--- src/rtl/gpll_reconfig_seq_if.sv ---
// APB write/read channel between the GPLL reconfiguration sequencer (master) and the PLL wrapper (slave).
interface gpll_reconfig_seq_if;
   logic [4:0]  apb_addr;
   logic        apb_sel;
   logic        apb_en;
   logic        apb_write;
   logic [15:0] apb_wdata;
   logic [15:0] apb_rdata;
   logic        apb_ready;

   modport master (output apb_addr, apb_sel, apb_en, apb_write, apb_wdata,
                   input  apb_rdata, apb_ready);
   modport slave  (input  apb_addr, apb_sel, apb_en, apb_write, apb_wdata,
                   output apb_rdata, apb_ready);
endinterface

--- src/rtl/gpll_reconfig_seq.sv ---
// APB reconfiguration sequencer for the GTP_GPLL: replays a preset profile with the PLL held in reset,
// then qualifies lock with a stability filter, timeout and retries. Macro GPLL_RECONFIG_READBACK_EN adds read-back verify.
module gpll_reconfig_seq #(
   parameter int unsigned NUM_PROFILES       = 4,
   parameter int unsigned NUM_WRITES         = 8,
   parameter logic [NUM_PROFILES*NUM_WRITES*21-1:0] PROFILE_TABLE = '0,
   parameter int unsigned RST_HOLD_CYCLES    = 16,
   parameter int unsigned LOCK_STABLE_CYCLES = 64,
   parameter int unsigned LOCK_TIMEOUT       = 65535,
   parameter int unsigned MAX_RETRY          = 2,
   parameter int unsigned SEL_W              = 2
) (
   input  logic               apb_clk,
   input  logic               apb_rst_n,
   input  logic               cfg_req,
   input  logic [SEL_W-1:0]   cfg_sel,
   output logic               cfg_busy,
   output logic               cfg_done,
   output logic               cfg_err,
   output logic [SEL_W-1:0]   cur_profile,
   output logic               lock_lost,
   input  logic               pll_lock,
   output logic               pll_rst,
   gpll_reconfig_seq_if.master apb
);
   localparam int unsigned ENT_W = 21;
   localparam int unsigned TBL_W = NUM_PROFILES * NUM_WRITES * ENT_W;
   localparam int unsigned BIT_W = $clog2(TBL_W);
   localparam int unsigned CNT_W = $clog2(RST_HOLD_CYCLES + 1);
   localparam int unsigned STB_W = $clog2(LOCK_STABLE_CYCLES + 1);
   localparam int unsigned TMO_W = $clog2(LOCK_TIMEOUT + 1);
   localparam int unsigned RTY_W = (MAX_RETRY > 0) ? $clog2(MAX_RETRY + 1) : 1;
   localparam int unsigned IDX_W = (NUM_WRITES > 1) ? $clog2(NUM_WRITES) : 1;

   typedef enum logic [2:0] {IDLE, RST_PRE, SETUP, ACCESS, RST_POST, WAIT_LOCK, DONE, ERROR} state_e;

   state_e             state_q, state_n;
   logic [CNT_W-1:0]   cnt_q, cnt_n;
   logic [IDX_W-1:0]   idx_q, idx_n, idx_nxt;
   logic [RTY_W-1:0]   rty_q, rty_n;
   logic [STB_W-1:0]   stb_q, stb_n;
   logic [TMO_W-1:0]   tmo_q, tmo_n;
   logic [SEL_W-1:0]   prof_q, prof_n, cur_n;
   logic               lock_meta, lock_s;
   logic               pll_rst_n, busy_n, done_n, err_n, lost_n;
   logic [4:0]         addr_q, addr_n;
   logic [15:0]        wdata_q, wdata_n;
   logic               sel_q, sel_n, en_q, en_n, wr_q, wr_n;
   logic [ENT_W-1:0]   ent_cur, ent_nxt;
   logic [BIT_W-1:0]   bit_cur, bit_nxt;
   logic               rd_bad;

`ifdef GPLL_RECONFIG_READBACK_EN
   localparam bit READBACK = 1'b1;
   assign rd_bad = (apb.apb_rdata != wdata_q);
`else
   localparam bit READBACK = 1'b0;
   logic unused_rdata;
   assign rd_bad       = 1'b0;
   assign unused_rdata = ^apb.apb_rdata;
`endif

   assign apb.apb_addr  = addr_q;
   assign apb.apb_sel   = sel_q;
   assign apb.apb_en    = en_q;
   assign apb.apb_write = wr_q;
   assign apb.apb_wdata = wdata_q;

   // Table lookup for the current entry and the one the next back-to-back transfer will use.
   always_comb begin
      idx_nxt = (idx_q < IDX_W'(NUM_WRITES - 1)) ? idx_q + IDX_W'(1) : idx_q;
      bit_cur = BIT_W'(ENT_W * (32'(prof_q) * NUM_WRITES + 32'(idx_q)));
      bit_nxt = BIT_W'(ENT_W * (32'(prof_q) * NUM_WRITES + 32'(idx_nxt)));
      ent_cur = PROFILE_TABLE[bit_cur +: ENT_W];
      ent_nxt = PROFILE_TABLE[bit_nxt +: ENT_W];
   end

   always_comb begin
      state_n   = state_q;
      cnt_n     = cnt_q;
      idx_n     = idx_q;
      rty_n     = rty_q;
      stb_n     = stb_q;
      tmo_n     = tmo_q;
      prof_n    = prof_q;
      pll_rst_n = pll_rst;
      busy_n    = cfg_busy;
      done_n    = 1'b0;
      err_n     = cfg_err;
      cur_n     = cur_profile;
      lost_n    = lock_lost;
      addr_n    = addr_q;
      wdata_n   = wdata_q;
      sel_n     = sel_q;
      en_n      = en_q;
      wr_n      = wr_q;
      case (state_q)
         IDLE, DONE, ERROR: begin
            if (state_q == DONE && !lock_s) lost_n = 1'b1;
            if (cfg_req) begin
               if (32'(cfg_sel) >= NUM_PROFILES) begin
                  state_n = ERROR;
                  err_n   = 1'b1;
               end else begin
                  state_n   = RST_PRE;
                  prof_n    = cfg_sel;
                  idx_n     = '0;
                  rty_n     = '0;
                  cnt_n     = '0;
                  err_n     = 1'b0;
                  lost_n    = 1'b0;
                  busy_n    = 1'b1;
                  pll_rst_n = 1'b1;
               end
            end
         end
         RST_PRE: begin
            cnt_n = cnt_q + CNT_W'(1);
            if (cnt_q == CNT_W'(RST_HOLD_CYCLES - 1)) begin
               state_n = SETUP;
               cnt_n   = '0;
               sel_n   = 1'b1;
               en_n    = 1'b0;
               wr_n    = 1'b1;
               addr_n  = ent_cur[20:16];
               wdata_n = ent_cur[15:0];
            end
         end
         SETUP: begin
            state_n = ACCESS;
            en_n    = 1'b1;
         end
         ACCESS: begin
            if (apb.apb_ready) begin
               en_n = 1'b0;
               if (READBACK && wr_q) begin
                  state_n = SETUP;
                  wr_n    = 1'b0;
               end else if (READBACK && rd_bad) begin
                  // Read-back mismatch aborts without retry and frees the PLL
                  state_n   = ERROR;
                  sel_n     = 1'b0;
                  addr_n    = '0;
                  wdata_n   = '0;
                  pll_rst_n = 1'b0;
                  err_n     = 1'b1;
                  busy_n    = 1'b0;
               end else if (idx_q < IDX_W'(NUM_WRITES - 1)) begin
                  state_n = SETUP;
                  idx_n   = idx_nxt;
                  wr_n    = 1'b1;
                  addr_n  = ent_nxt[20:16];
                  wdata_n = ent_nxt[15:0];
               end else begin
                  state_n = RST_POST;
                  sel_n   = 1'b0;
                  wr_n    = 1'b0;
                  addr_n  = '0;
                  wdata_n = '0;
                  cnt_n   = '0;
               end
            end
         end
         RST_POST: begin
            cnt_n = cnt_q + CNT_W'(1);
            if (cnt_q == CNT_W'(RST_HOLD_CYCLES - 1)) begin
               state_n   = WAIT_LOCK;
               cnt_n     = '0;
               stb_n     = '0;
               tmo_n     = '0;
               pll_rst_n = 1'b0;
            end
         end
         WAIT_LOCK: begin
            tmo_n = tmo_q + TMO_W'(1);
            stb_n = lock_s ? stb_q + STB_W'(1) : '0;
            // Timeout wins over a lock qualifying on the same cycle
            if (tmo_q == TMO_W'(LOCK_TIMEOUT - 1)) begin
               stb_n = '0;
               tmo_n = '0;
               if (rty_q < RTY_W'(MAX_RETRY)) begin
                  state_n   = RST_PRE;
                  rty_n     = rty_q + RTY_W'(1);
                  idx_n     = '0;
                  cnt_n     = '0;
                  pll_rst_n = 1'b1;
               end else begin
                  state_n = ERROR;
                  err_n   = 1'b1;
                  busy_n  = 1'b0;
               end
            end else if (lock_s && stb_q == STB_W'(LOCK_STABLE_CYCLES - 1)) begin
               state_n = DONE;
               stb_n   = '0;
               tmo_n   = '0;
               done_n  = 1'b1;
               cur_n   = prof_q;
               busy_n  = 1'b0;
            end
         end
         default: state_n = IDLE;
      endcase
   end

   always_ff @(posedge apb_clk or negedge apb_rst_n) begin
      if (!apb_rst_n) begin
         state_q     <= IDLE;
         cnt_q       <= '0;
         idx_q       <= '0;
         rty_q       <= '0;
         stb_q       <= '0;
         tmo_q       <= '0;
         prof_q      <= '0;
         lock_meta   <= 1'b0;
         lock_s      <= 1'b0;
         pll_rst     <= 1'b0;
         cfg_busy    <= 1'b0;
         cfg_done    <= 1'b0;
         cfg_err     <= 1'b0;
         cur_profile <= '0;
         lock_lost   <= 1'b0;
         addr_q      <= '0;
         wdata_q     <= '0;
         sel_q       <= 1'b0;
         en_q        <= 1'b0;
         wr_q        <= 1'b0;
      end else begin
         state_q     <= state_n;
         cnt_q       <= cnt_n;
         idx_q       <= idx_n;
         rty_q       <= rty_n;
         stb_q       <= stb_n;
         tmo_q       <= tmo_n;
         prof_q      <= prof_n;
         lock_meta   <= pll_lock;
         lock_s      <= lock_meta;
         pll_rst     <= pll_rst_n;
         cfg_busy    <= busy_n;
         cfg_done    <= done_n;
         cfg_err     <= err_n;
         cur_profile <= cur_n;
         lock_lost   <= lost_n;
         addr_q      <= addr_n;
         wdata_q     <= wdata_n;
         sel_q       <= sel_n;
         en_q        <= en_n;
         wr_q        <= wr_n;
      end
   end
endmodule

--- src/flat_wrapper.sv ---
// flat-port wrapper written by rule: the top's interface ports become plain ports
module gpll_reconfig_seq_flat 
#(
   parameter int unsigned NUM_PROFILES       = 4,
   parameter int unsigned NUM_WRITES         = 8,
   parameter logic [NUM_PROFILES*NUM_WRITES*21-1:0] PROFILE_TABLE = '0,
   parameter int unsigned RST_HOLD_CYCLES    = 16,
   parameter int unsigned LOCK_STABLE_CYCLES = 64,
   parameter int unsigned LOCK_TIMEOUT       = 65535,
   parameter int unsigned MAX_RETRY          = 2,
   parameter int unsigned SEL_W              = 2
)
  (apb_clk, apb_rst_n, cfg_req, cfg_sel, cfg_busy, cfg_done, cfg_err, cur_profile, lock_lost, pll_lock, pll_rst, apb_apb_addr, apb_apb_sel, apb_apb_en, apb_apb_write, apb_apb_wdata, apb_apb_rdata, apb_apb_ready);
  gpll_reconfig_seq_if apb_i ();
  input  logic apb_clk;
  input  logic apb_rst_n;
  input  logic cfg_req;
  input  logic [SEL_W-1:0] cfg_sel;
  output logic cfg_busy;
  output logic cfg_done;
  output logic cfg_err;
  output logic [SEL_W-1:0] cur_profile;
  output logic lock_lost;
  input  logic pll_lock;
  output logic pll_rst;
  output wire logic [$bits(apb_i.apb_addr)-1:0] apb_apb_addr;
  output wire logic [$bits(apb_i.apb_sel)-1:0] apb_apb_sel;
  output wire logic [$bits(apb_i.apb_en)-1:0] apb_apb_en;
  output wire logic [$bits(apb_i.apb_write)-1:0] apb_apb_write;
  output wire logic [$bits(apb_i.apb_wdata)-1:0] apb_apb_wdata;
  input wire logic [$bits(apb_i.apb_rdata)-1:0] apb_apb_rdata;
  input wire logic [$bits(apb_i.apb_ready)-1:0] apb_apb_ready;
  assign apb_apb_addr = apb_i.apb_addr;
  assign apb_apb_sel = apb_i.apb_sel;
  assign apb_apb_en = apb_i.apb_en;
  assign apb_apb_write = apb_i.apb_write;
  assign apb_apb_wdata = apb_i.apb_wdata;
  assign apb_i.apb_rdata = apb_apb_rdata;
  assign apb_i.apb_ready = apb_apb_ready;
  gpll_reconfig_seq #(.NUM_PROFILES(NUM_PROFILES), .NUM_WRITES(NUM_WRITES), .PROFILE_TABLE(PROFILE_TABLE), .RST_HOLD_CYCLES(RST_HOLD_CYCLES), .LOCK_STABLE_CYCLES(LOCK_STABLE_CYCLES), .LOCK_TIMEOUT(LOCK_TIMEOUT), .MAX_RETRY(MAX_RETRY), .SEL_W(SEL_W)) u_core (.apb_clk(apb_clk), .apb_rst_n(apb_rst_n), .cfg_req(cfg_req), .cfg_sel(cfg_sel), .cfg_busy(cfg_busy), .cfg_done(cfg_done), .cfg_err(cfg_err), .cur_profile(cur_profile), .lock_lost(lock_lost), .pll_lock(pll_lock), .pll_rst(pll_rst), .apb(apb_i));
endmodule
--- config.mk ---
export PLATFORM = sky130hd
export DESIGN_NAME = gpll_reconfig_seq_flat
export DESIGN_NICKNAME = d
export VERILOG_FILES = /design/src/rtl/gpll_reconfig_seq_if.sv /design/src/rtl/gpll_reconfig_seq.sv /design/src/flat_wrapper.sv
export SDC_FILE = /design/constraint.sdc
export NUM_CORES = 1
export LEC_CHECK = 0
export ABC_AREA = 0
export BUFFER_PORTS_ARGS = -buffer_cell sky130_fd_sc_hd__buf_2
export CAP_MARGIN = 20
export CORE_ASPECT_RATIO = 0.6
export CORE_MARGIN = 1
export CORE_UTILIZATION = 35
export CTS_BUF_LIST = sky130_fd_sc_hd__clkbuf_8
export CTS_CLUSTER_SIZE = 14
export DETAILED_ROUTE_END_ITERATION = 12
export SLEW_MARGIN = 20
export SYNTH_ARGS = -nofsm -noshare
export SYNTH_HDL_FRONTEND = slang
export SYNTH_SLANG_ARGS = --single-unit
--- constraint.sdc ---
create_clock -name apb_clk -period 3 [get_ports apb_clk]
set_input_delay 0 -clock apb_clk [delete_from_list [all_inputs] [get_ports apb_clk]]
set_output_delay 0 -clock apb_clk [all_outputs]
set_load 0.005 [all_outputs]
== Word-level counts from Yosys, hierarchy flattened ==
Cells that the tools add are included.
Storage, ports and cells
  bits in registers: 71
  input bits: 23
  output and inout bits: 31
  logic and storage cells: 154
Cells by class
  add/sub/neg operators: 7
  multiply operators: 2
  order comparisons: 2
  eq/ne operators: 21
  shift operators: 2
  muxes and demuxes: 71
  bitwise logic cells: 1
  reduce and logical (&&, ||, !) cells: 28
Operators by type and width (number)
  variable part select 672 x 11 -> 21 bit (first input constant): 2
  2-to-1 mux 16 bit: 6
  multiplier 5 x 32 -> 10 bit (first input constant): 2
  one-hot mux 16 bit (2 select lines): 2
  2-to-1 mux 5 bit: 9
  2-to-1 mux 3 bit: 14
  2-to-1 mux 7 bit: 4
  2-to-1 mux 1 bit: 21
  one-hot mux 5 bit (4 select lines): 1
  one-hot mux 3 bit (6 select lines): 1
  adder 16 x 1 -> 16 bit (second input constant): 1
  == test 16 bit (second input constant): 1
  AND reduction 4 bit: 4
  one-hot mux 7 bit (2 select lines): 1
  adder 5 x 3 -> 6 bit: 2
  == test 3 bit (second input constant): 4
  AND reduction 6 bit: 2
  inequality test 2 x 1 -> 1 bit (second input constant): 5
  one-hot mux 5 bit (2 select lines): 1
  AND reduction 5 bit: 2
  one-hot mux 3 bit (3 select lines): 1
  AND reduction 3 bit: 3
  nonzero test 3 bit: 3
  inequality test 2 bit (second input constant): 4
  other kinds (25): 38

== Longest topological paths before layout ==
Gate-level depths: netlist of the first run.
  depth in word-level cells: 8
  mapped depth: 8
  gate-level depth less buffers: 7

== Worst setup path before layout of the first run ==
OpenSTA, ideal clock, no wires.
  path type: register to register
  start point: register u_core.tmo_q[0]
  end point: register u_core.idx_q[0]
  library setup time: 125 ps
  arrival: 1663 ps
  data required time: 2875 ps
  slack: 1212 ps
  cell stages (with the launch flop): 9
  buffers on the path: 1
  clock period less this slack: 1788 ps
  cells stage by stage: dfrtp_1 inv_1 ha_1 nand4_1 nor4_4 buf_6 a21o_4 and3_4 mux2_4
On the way
  cells in the longest elaborated chain, start to end: 3
Ends and longest elaborated chain
  start, declared: RTL line gpll_reconfig_seq.sv:42  | logic [TMO_W-1:0] tmo_q, tmo_n;
  start signal, assigned: RTL line gpll_reconfig_seq.sv:233  | tmo_q <= tmo_n;
  == test 16 bit: RTL line gpll_reconfig_seq.sv:178  | if (tmo_q == TMO_W'(LOCK_TIMEOUT - 1)) begin
  inequality test 2 x 1 -> 1 bit (no line)
  AND reduction 6 bit (no line)
  end signal, assigned: RTL line gpll_reconfig_seq.sv:230  | idx_q <= idx_n;
  end, declared: RTL line gpll_reconfig_seq.sv:39  | logic [IDX_W-1:0] idx_q, idx_n, idx_nxt;
Every way passes these cells.
A chain may end at the register's enable or synchronous reset.

== Final worst setup path of the first run ==
  start point: register u_core.tmo_q[0]
  end point: register u_core.tmo_q[4]
On the way
  cells in the longest elaborated chain, start to end: 4
  elaborated cells on any way between the ends: 5
  classes of those cells: add/sub (1); eq/ne (1); mux (3)
Ends and longest elaborated chain
  adder 16 x 1 -> 16 bit: RTL line gpll_reconfig_seq.sv:175  | tmo_n = tmo_q + TMO_W'(1);
  2-to-1 mux 16 bit: RTL line gpll_reconfig_seq.sv:192  | end else if (lock_s && stb_q == STB_W'(LOCK_STABLE_CYCLES - 1)) begin
  2-to-1 mux 16 bit (*): RTL line gpll_reconfig_seq.sv:178
  one-hot mux 16 bit (2 select lines) (*): RTL line gpll_reconfig_seq.sv:97  | case (state_q)
Every way passes the cells marked *; elsewhere a longest branch is shown, timed or not.

==> results of run 1 <==
## power breakdown
group	switching, mW	internal (mW)	total (mW)
combinational	0.298	0.253	0.551
clock	0.238	0.274	0.512
sequential	0.123	0.779	0.902
total	0.658	1.31	1.97
## routing by layer
| layer | wire [microns] | global-route usage |
|---|---|---|
| met1 | 3060 | 0.245 |
| met4 | 64 | 0.0427 |
| met3 | 266 | 0.0437 |
| met2 | 2180 | 0.179 |
| met5 | 0 | 0 |
## worst max-delay path: cells and delay by family (launching register included)
family | cells | cell delay (ns)
buffers and inverters | 1 | 0.08
flip-flops | 1 | 0.44
AND/OR/NAND/NOR | 5 | 1.38
adder cells (fa/ha/maj) | 1 | 0.16
## path summary, 6_finish.rpt
path	start	endpoint	slack, ns	cells after the start
max in group asynchronous	apb_rst_n	u_core.cur_profile[1]$_DFFE_PN0P_	1.95	3
max	u_core.tmo_q[0]$_DFFE_PN0P_	u_core.tmo_q[4]$_DFFE_PN0P_	0.80	7
min in group asynchronous	apb_rst_n	u_core.tmo_q[0]$_DFFE_PN0P_	0.33	2
min	apb_apb_ready	u_core.state_q[2]$_DFFE_PN0P_	0.04	3
max reg2reg	u_core.tmo_q[0]$_DFFE_PN0P_	u_core.tmo_q[4]$_DFFE_PN0P_	0.80	7
min reg2reg	u_core.lock_meta$_DFF_PN0_	u_core.lock_s$_DFF_PN0_	0.35	0
## timing repair
item                                   in CTS  in global routing
setup endpoints to repair                   0                  0
hold buffers                                4                  0
endpoints found under the hold margin      43                  0
resized for setup                           0                  0
## through the flow
step	hold slack (ns)	utilization	setup WS (ns)	instance area, sq um
6_report	0.0405	0.407	0.804	3030
3_5_place_dp	0.124	0.384	0.603	2860
4_1_cts	0.0250	0.406	0.588	3020
3_3_place_gp	0.124	0.384	0.603	2860
2_1_floorplan	-0.296	-	1.21	2830
5_1_grt	0.0703	0.407	0.576	3030
## layout make-up
type,count,area (sq um),area share
clock inverters,2,38.8,0.0128
inverters,13,48.8,0.0161
clock buffers,6,82.6,0.0273
repair buffers,25,158,0.0521
flip-flops and latches,50,1250,0.413
well taps,104,130,0.0430
multi-input cells,209,1320,0.436
## cells by family after synthesis
| kind of cell | Yosys count | share of synthesized area |
|---|---|---|
| xor+xnor | 16 | 0.0509 |
| buf+inv | 42 | 0.0936 |
| compound gates | 59 | 0.148 |
| mux | 7 | 0.0295 |
| other cells | 1 | 0.00136 |
| simple gates | 101 | 0.200 |
| fa+ha+maj | 5 | 0.0227 |
| flops | 50 | 0.455 |
## Yosys cell counts, types with 3 or more instances
| library cell | n | area, sq um |
|---|---|---|
| nand3_1 | 18 | 90.1 |
| xnor2_1 | 10 | 87.6 |
| a21oi_1 | 13 | 65.1 |
| mux2_2 | 5 | 56.3 |
| inv_1 | 12 | 45.0 |
| dfrtp_1 | 50 | 1250 |
| xor2_1 | 6 | 52.6 |
| nand4_1 | 3 | 18.8 |
| o21a_1 | 3 | 22.5 |
| buf_2 | 5 | 25.0 |
| nor2_1 | 32 | 120 |
| buf_4 | 21 | 158 |
| a31oi_1 | 3 | 18.8 |
| and3_1 | 3 | 18.8 |
| nor3_1 | 7 | 35.0 |
| nand2_1 | 17 | 63.8 |
| o21ai_0 | 19 | 95.1 |
| ha_1 | 5 | 62.6 |
## flip-flops by register name, summed over array words and instances (netlist names), 2 cells and up
register	count
u_core.cur_profile	2
u_core.rty_q	2
u_core.idx_q	3
u_core.prof_q	2
u_core.tmo_q	16
u_core.cnt_q	5
u_core.stb_q	7
u_core.state_q	3
==> results by group, run 1 <==
Run status
  • Outcome: finished clean

Setup path
  • CP max-delay cell: nor2b_2
  • Critical path type: flop to flop
  • CP endpoint kind: flop
  • CP max FO: 14
  • Crit path largest cell delay: 0.50 ns
  • Worst path required time: 3.19 ns
  • CP Launch Type: flop
  • WP data arrival: 2.39 ns
  • Cell Chain, Critical Path: inv_1 > ha_1 > nand4_1 > nor4_4 > or2_2 > nor2b_2 > nor2_1

Final layout
  • Final #Nets: 332
  • Non-Filler Instances: 409
  • Most common cell after layout, fill and taps aside: dfrtp_1
  • Area delta synth->final: 10.0%
  • Ant diodes: 0
  • Fill count: 740
  • Fraction of layout cells with a size suffix above 1: 0.161
  • Highest-count cells in the layout ignoring fill and taps: 50 x dfrtp_1, 32 x nor2_1, 21 x conb_1

Timing
  • Fmax: 0.455 GHz
  • Setup Skew: 0.0174 ns
  • Final setup violation count: 0
  • Fin crit share: 0.732
  • Fin crit period: 2.20 ns
  • Max Slew Vio Count: 0
  • Final Hold Fails: 0
  • Slew of the pin with the lowest slew margin: 0.893 ns
  • Final setup TNS: 0 ns
  • Slew HR: 0.405
  • RSZ-0062 raised after global routing: false

Logic synthesis
  • Async S/R FF share, synth: 1.00
  • Unique cell type count in the Yosys netlist: 56
  • Post-synth top flop: dfrtp_1
  • Syn Std Cell Area: 2750 sq um
  • Post-synth EDFFs: 0
  • Syn_area_per_cell: 9.80 sq um
  • Seq/Total Area, Yosys: 0.455
  • Mapped Cells: 281
  • Synth Register Bits: 50
  • Synthesis Warnings: 0

Clocking
  • CTS tree: yes
  • CTS sink cnt: 50
  • Clock Latency Late Sink: 0.32 ns
  • Clock buffer depth: 2
  • Post-CTS setup buffers: 0
  • Htree depth: 2
  • Clock transition at the registers of the reported paths: 0.10 ns
  • CTS Buf Count: 5
  • Root Buffer: clkbuf_8

Global route
  • GR Util All Layers: 0.149
  • Initial antenna violation count: 0
  • Largest net degree at the start of global routing: 42
  • Vias in the first global route: 1776
  • Remaining Overflow, GRT: 0
  • First-pass GRT wire length: 9.36 mm

Detailed routing
  • Drt drc: 0
  • DRT Pass-1 Iters: 4
  • Vias: 2024
  • Initial DRC Count: 113
  • Routed WL: 5.57 mm
  • Vias per cell: 4.95
  • DR WL/cell: 13.6 microns
  • ANT nets after route: 0

Die
  • Die footprint: 8240 sq um
  • Row Count: 24
  • Core area: 7450 sq um
  • Initial core utilization: 0.370
  • Die W: 116 microns
  • Num ports: 54
  • Die Y: 70.7 microns

Placement
  • Placer Congestion: 0.766
  • Hpwl dp: 4.08 mm
  • Cells after DPL: 396
  • I/O Buffers: 16

Power and ir drop
  • Peak supply drop: 0.307 mV
  • Leak: 1.38 nW
  • Total Power: 1.97 mW
  • Pwr Density: 649 nW/um^2

Run
  • Max-Cap Viols: 0

Worst hold path
  • Worst Hold Class: input pin to flop
Power figures use the tool's default switching activity.
==> run 2: changes to the inputs <==
clock period = 2.2 ns   (was 3 ns; I/O delays follow)
==> results by group, run 2 (synthesis gave the netlist of run 1 again) <==
Setup path
  • R2R cell count: 6
  • WP data arrival: 2.24 ns
  • R2R Path Start: u_core.tmo_q[4]$_DFFE_PN0P_
  • CP max-delay cell: nor4_4
  • Worst reg2reg path endpoint: u_core.state_q[2]$_DFFE_PN0P_
  • R2R setup slack: 0.16 ns
  • CP Launch Type: flop
  • CP endpoint kind: flop
  • CP max FO: 6
  • Critical path type: flop to flop
  • Crit path largest cell delay: 0.49 ns
  • Worst path required time: 2.40 ns
  • Cell Chain, Critical Path: nand4_2 > nor4_4 > buf_4 > o211ai_1 > nor4_1 > o21ai_1

Power and ir drop
  • Comb power frac: 0.301
  • Switch Pwr: 884 uW
  • Total Power: 2.56 mW
  • Pwr Density: 834 nW/um^2
  • Reg power frac: 0.477
  • Peak supply drop: 0.358 mV
  • Internal power: 1.68 mW
  • Leak: 1.42 nW
  • Sw Share: 0.345
  • Clk network pwr share: 0.222

Final layout
  • Area delta synth->final: 11.8%
  • Final #Nets: 341
  • Fraction of layout cells with a size suffix above 1: 0.182
  • Top Registers: u_core.tmo_q x16, u_core.stb_q x7, u_core.cnt_q x5
  • Post-route cell area: 3080 sq um
  • Most common cell after layout, fill and taps aside: dfrtp_1
  • Ant diodes: 0
  • Register with the most flip-flops: u_core.tmo_q
  • Non-Filler Instances: 418
  • Post-layout util: 0.413
  • Largest register FFs: 16
  • Highest-count cells in the layout ignoring fill and taps: 50 x dfrtp_1, 32 x nor2_1, 21 x conb_1

Timing
  • Fmax: 0.489 GHz
  • Final Hold Fails: 0
  • Slew HR: 0.589
  • Final setup TNS: 0 ns
  • Fin crit period: 2.04 ns
  • Max Slew Vio Count: 0
  • Fin crit share: 0.929
  • Slew of the pin with the lowest slew margin: 0.617 ns
  • Setup Skew: 0.00912 ns
  • RSZ-0062 raised after global routing: false
  • Final setup violation count: 0

Run
  • Max-Cap Viols: 0

Clocking
  • Clock buffer depth: 2
  • Clock transition at the registers of the reported paths: 0.10 ns
  • Htree depth: 2
  • CTS sink cnt: 50
  • CTS Buf Count: 5
  • Clock Latency Late Sink: 0.31 ns
  • Root Buffer: clkbuf_8
  • CTS tree: yes

Die
  • Initial core utilization: 0.370
  • Core area: 7450 sq um
  • Die Y: 70.7 microns
  • Die footprint: 8240 sq um
  • Row Count: 24
  • Num ports: 54
  • Die W: 116 microns

Global route
  • Remaining Overflow, GRT: 0
  • Vias in the first global route: 1769
  • Largest net degree at the start of global routing: 50
  • GR Util All Layers: 0.147
  • Initial antenna violation count: 0
  • First-pass GRT wire length: 9.19 mm

Detailed routing
  • Initial DRC Count: 107
  • DRT Pass-1 Iters: 4
  • Routed WL: 5.52 mm
  • ANT nets after route: 0
  • Drt drc: 0
  • Routed wl met2: 2.03 mm
  • DR WL/cell: 13.2 microns
  • M1 WL: 3.13 mm
  • Met3 WL post-DR: 313 microns
  • Vias per cell: 4.77
  • DR top layer: met4
  • Vias: 1994

Placement
  • Area after DPL: 2930 sq um
  • Cells after DPL: 405
  • I/O Buffers: 16
  • Placer Congestion: 0.782
  • Hpwl dp: 3.96 mm

Worst hold path
  • WHS Path Cells: 4
  • Hold path endpoint: u_core.state_q[2]$_DFFE_PN0P_
  • Worst hold start: cfg_req
  • Worst Hold Class: input pin to flop

Run status
  • Outcome: finished clean
## run 2: cell count changes in the layout (fill, tap and decap cells not counted), sizes merged
cell and change:
buf +8, bufinv -1, clkinv +1, clkinvlp +1, dlygate4sd3 +1, inv -1
## run 2: repair_timing
action,4_1_cts,5_1_grt
endpoints found under the hold margin,53,0
buffers inserted,0,0
hold buffers,5,0
setup endpoints to repair,0,14
resized for setup,0,1
## run 2: critical path: cells and delay by family, from the launching register on
family / cells / cell delay (ns)
AND/OR/NAND/NOR: 3 / 0.97
AO/OA/AOI/OAI: 2 / 0.29
buffers and inverters: 1 / 0.24
flip-flops: 1 / 0.44
## run 2: final cells by class
class	count	area [sq um]
fillers	758	4370
multi-input cells	209	1320
flip-flops and latches	50	1250
repair buffers	34	228
well taps	104	130
clock buffers	6	82.6
inverters	13	48.8
clock inverters	2	12.5
## run 2: layer usage
metal | vias to the layer above | track usage
li1 | 1006 | -
met1 | 945 | 0.244
met2 | 38 | 0.174
met3 | 5 | 0.0437
met4 | 0 | 0.0385
met5 | - | 0
## run 2: worst max path at each step
stage / start / endpoint / slack (ns) / depth (start not counted)
global route: u_core.tmo_q[1]$_DFFE_PN0P_ / u_core.state_q[2]$_DFFE_PN0P_ / 0.04 / 7
finish: u_core.tmo_q[4]$_DFFE_PN0P_ / u_core.state_q[2]$_DFFE_PN0P_ / 0.16 / 6
detailed placement: u_core.tmo_q[4]$_DFFE_PN0P_ / u_core.tmo_q[9]$_DFFE_PN0P_ / 0.05 / 5
CTS: u_core.tmo_q[4]$_DFFE_PN0P_ / u_core.tmo_q[14]$_DFFE_PN0P_ / 0.03 / 5
floorplan: u_core.tmo_q[0]$_DFFE_PN0P_ / u_core.idx_q[0]$_DFFE_PN0P_ / 0.41 / 8
global placement: u_core.tmo_q[4]$_DFFE_PN0P_ / u_core.tmo_q[6]$_DFFE_PN0P_ / 0.08 / 5
## run 2: power groups by stage
stage / combinational [mW] / sequential (mW) / clock (mW)
after floorplan: 0.615 / 1.17 / 0
after global placement: 0.753 / 1.23 / 0
after detailed placement: 0.769 / 1.24 / 0
after CTS: 0.777 / 1.22 / 0.602
after global routing: 0.869 / 1.25 / 0.636
final: 0.772 / 1.22 / 0.570
## run 2: through the flow
step                      hold slack [ns]  setup slack, ns
final                              0.0417            0.156
after detailed placement           -0.217           0.0464
after global routing               0.0420           0.0389
after floorplan                    -0.296            0.412
after CTS                          0.0264           0.0322
after global placement             -0.217           0.0785
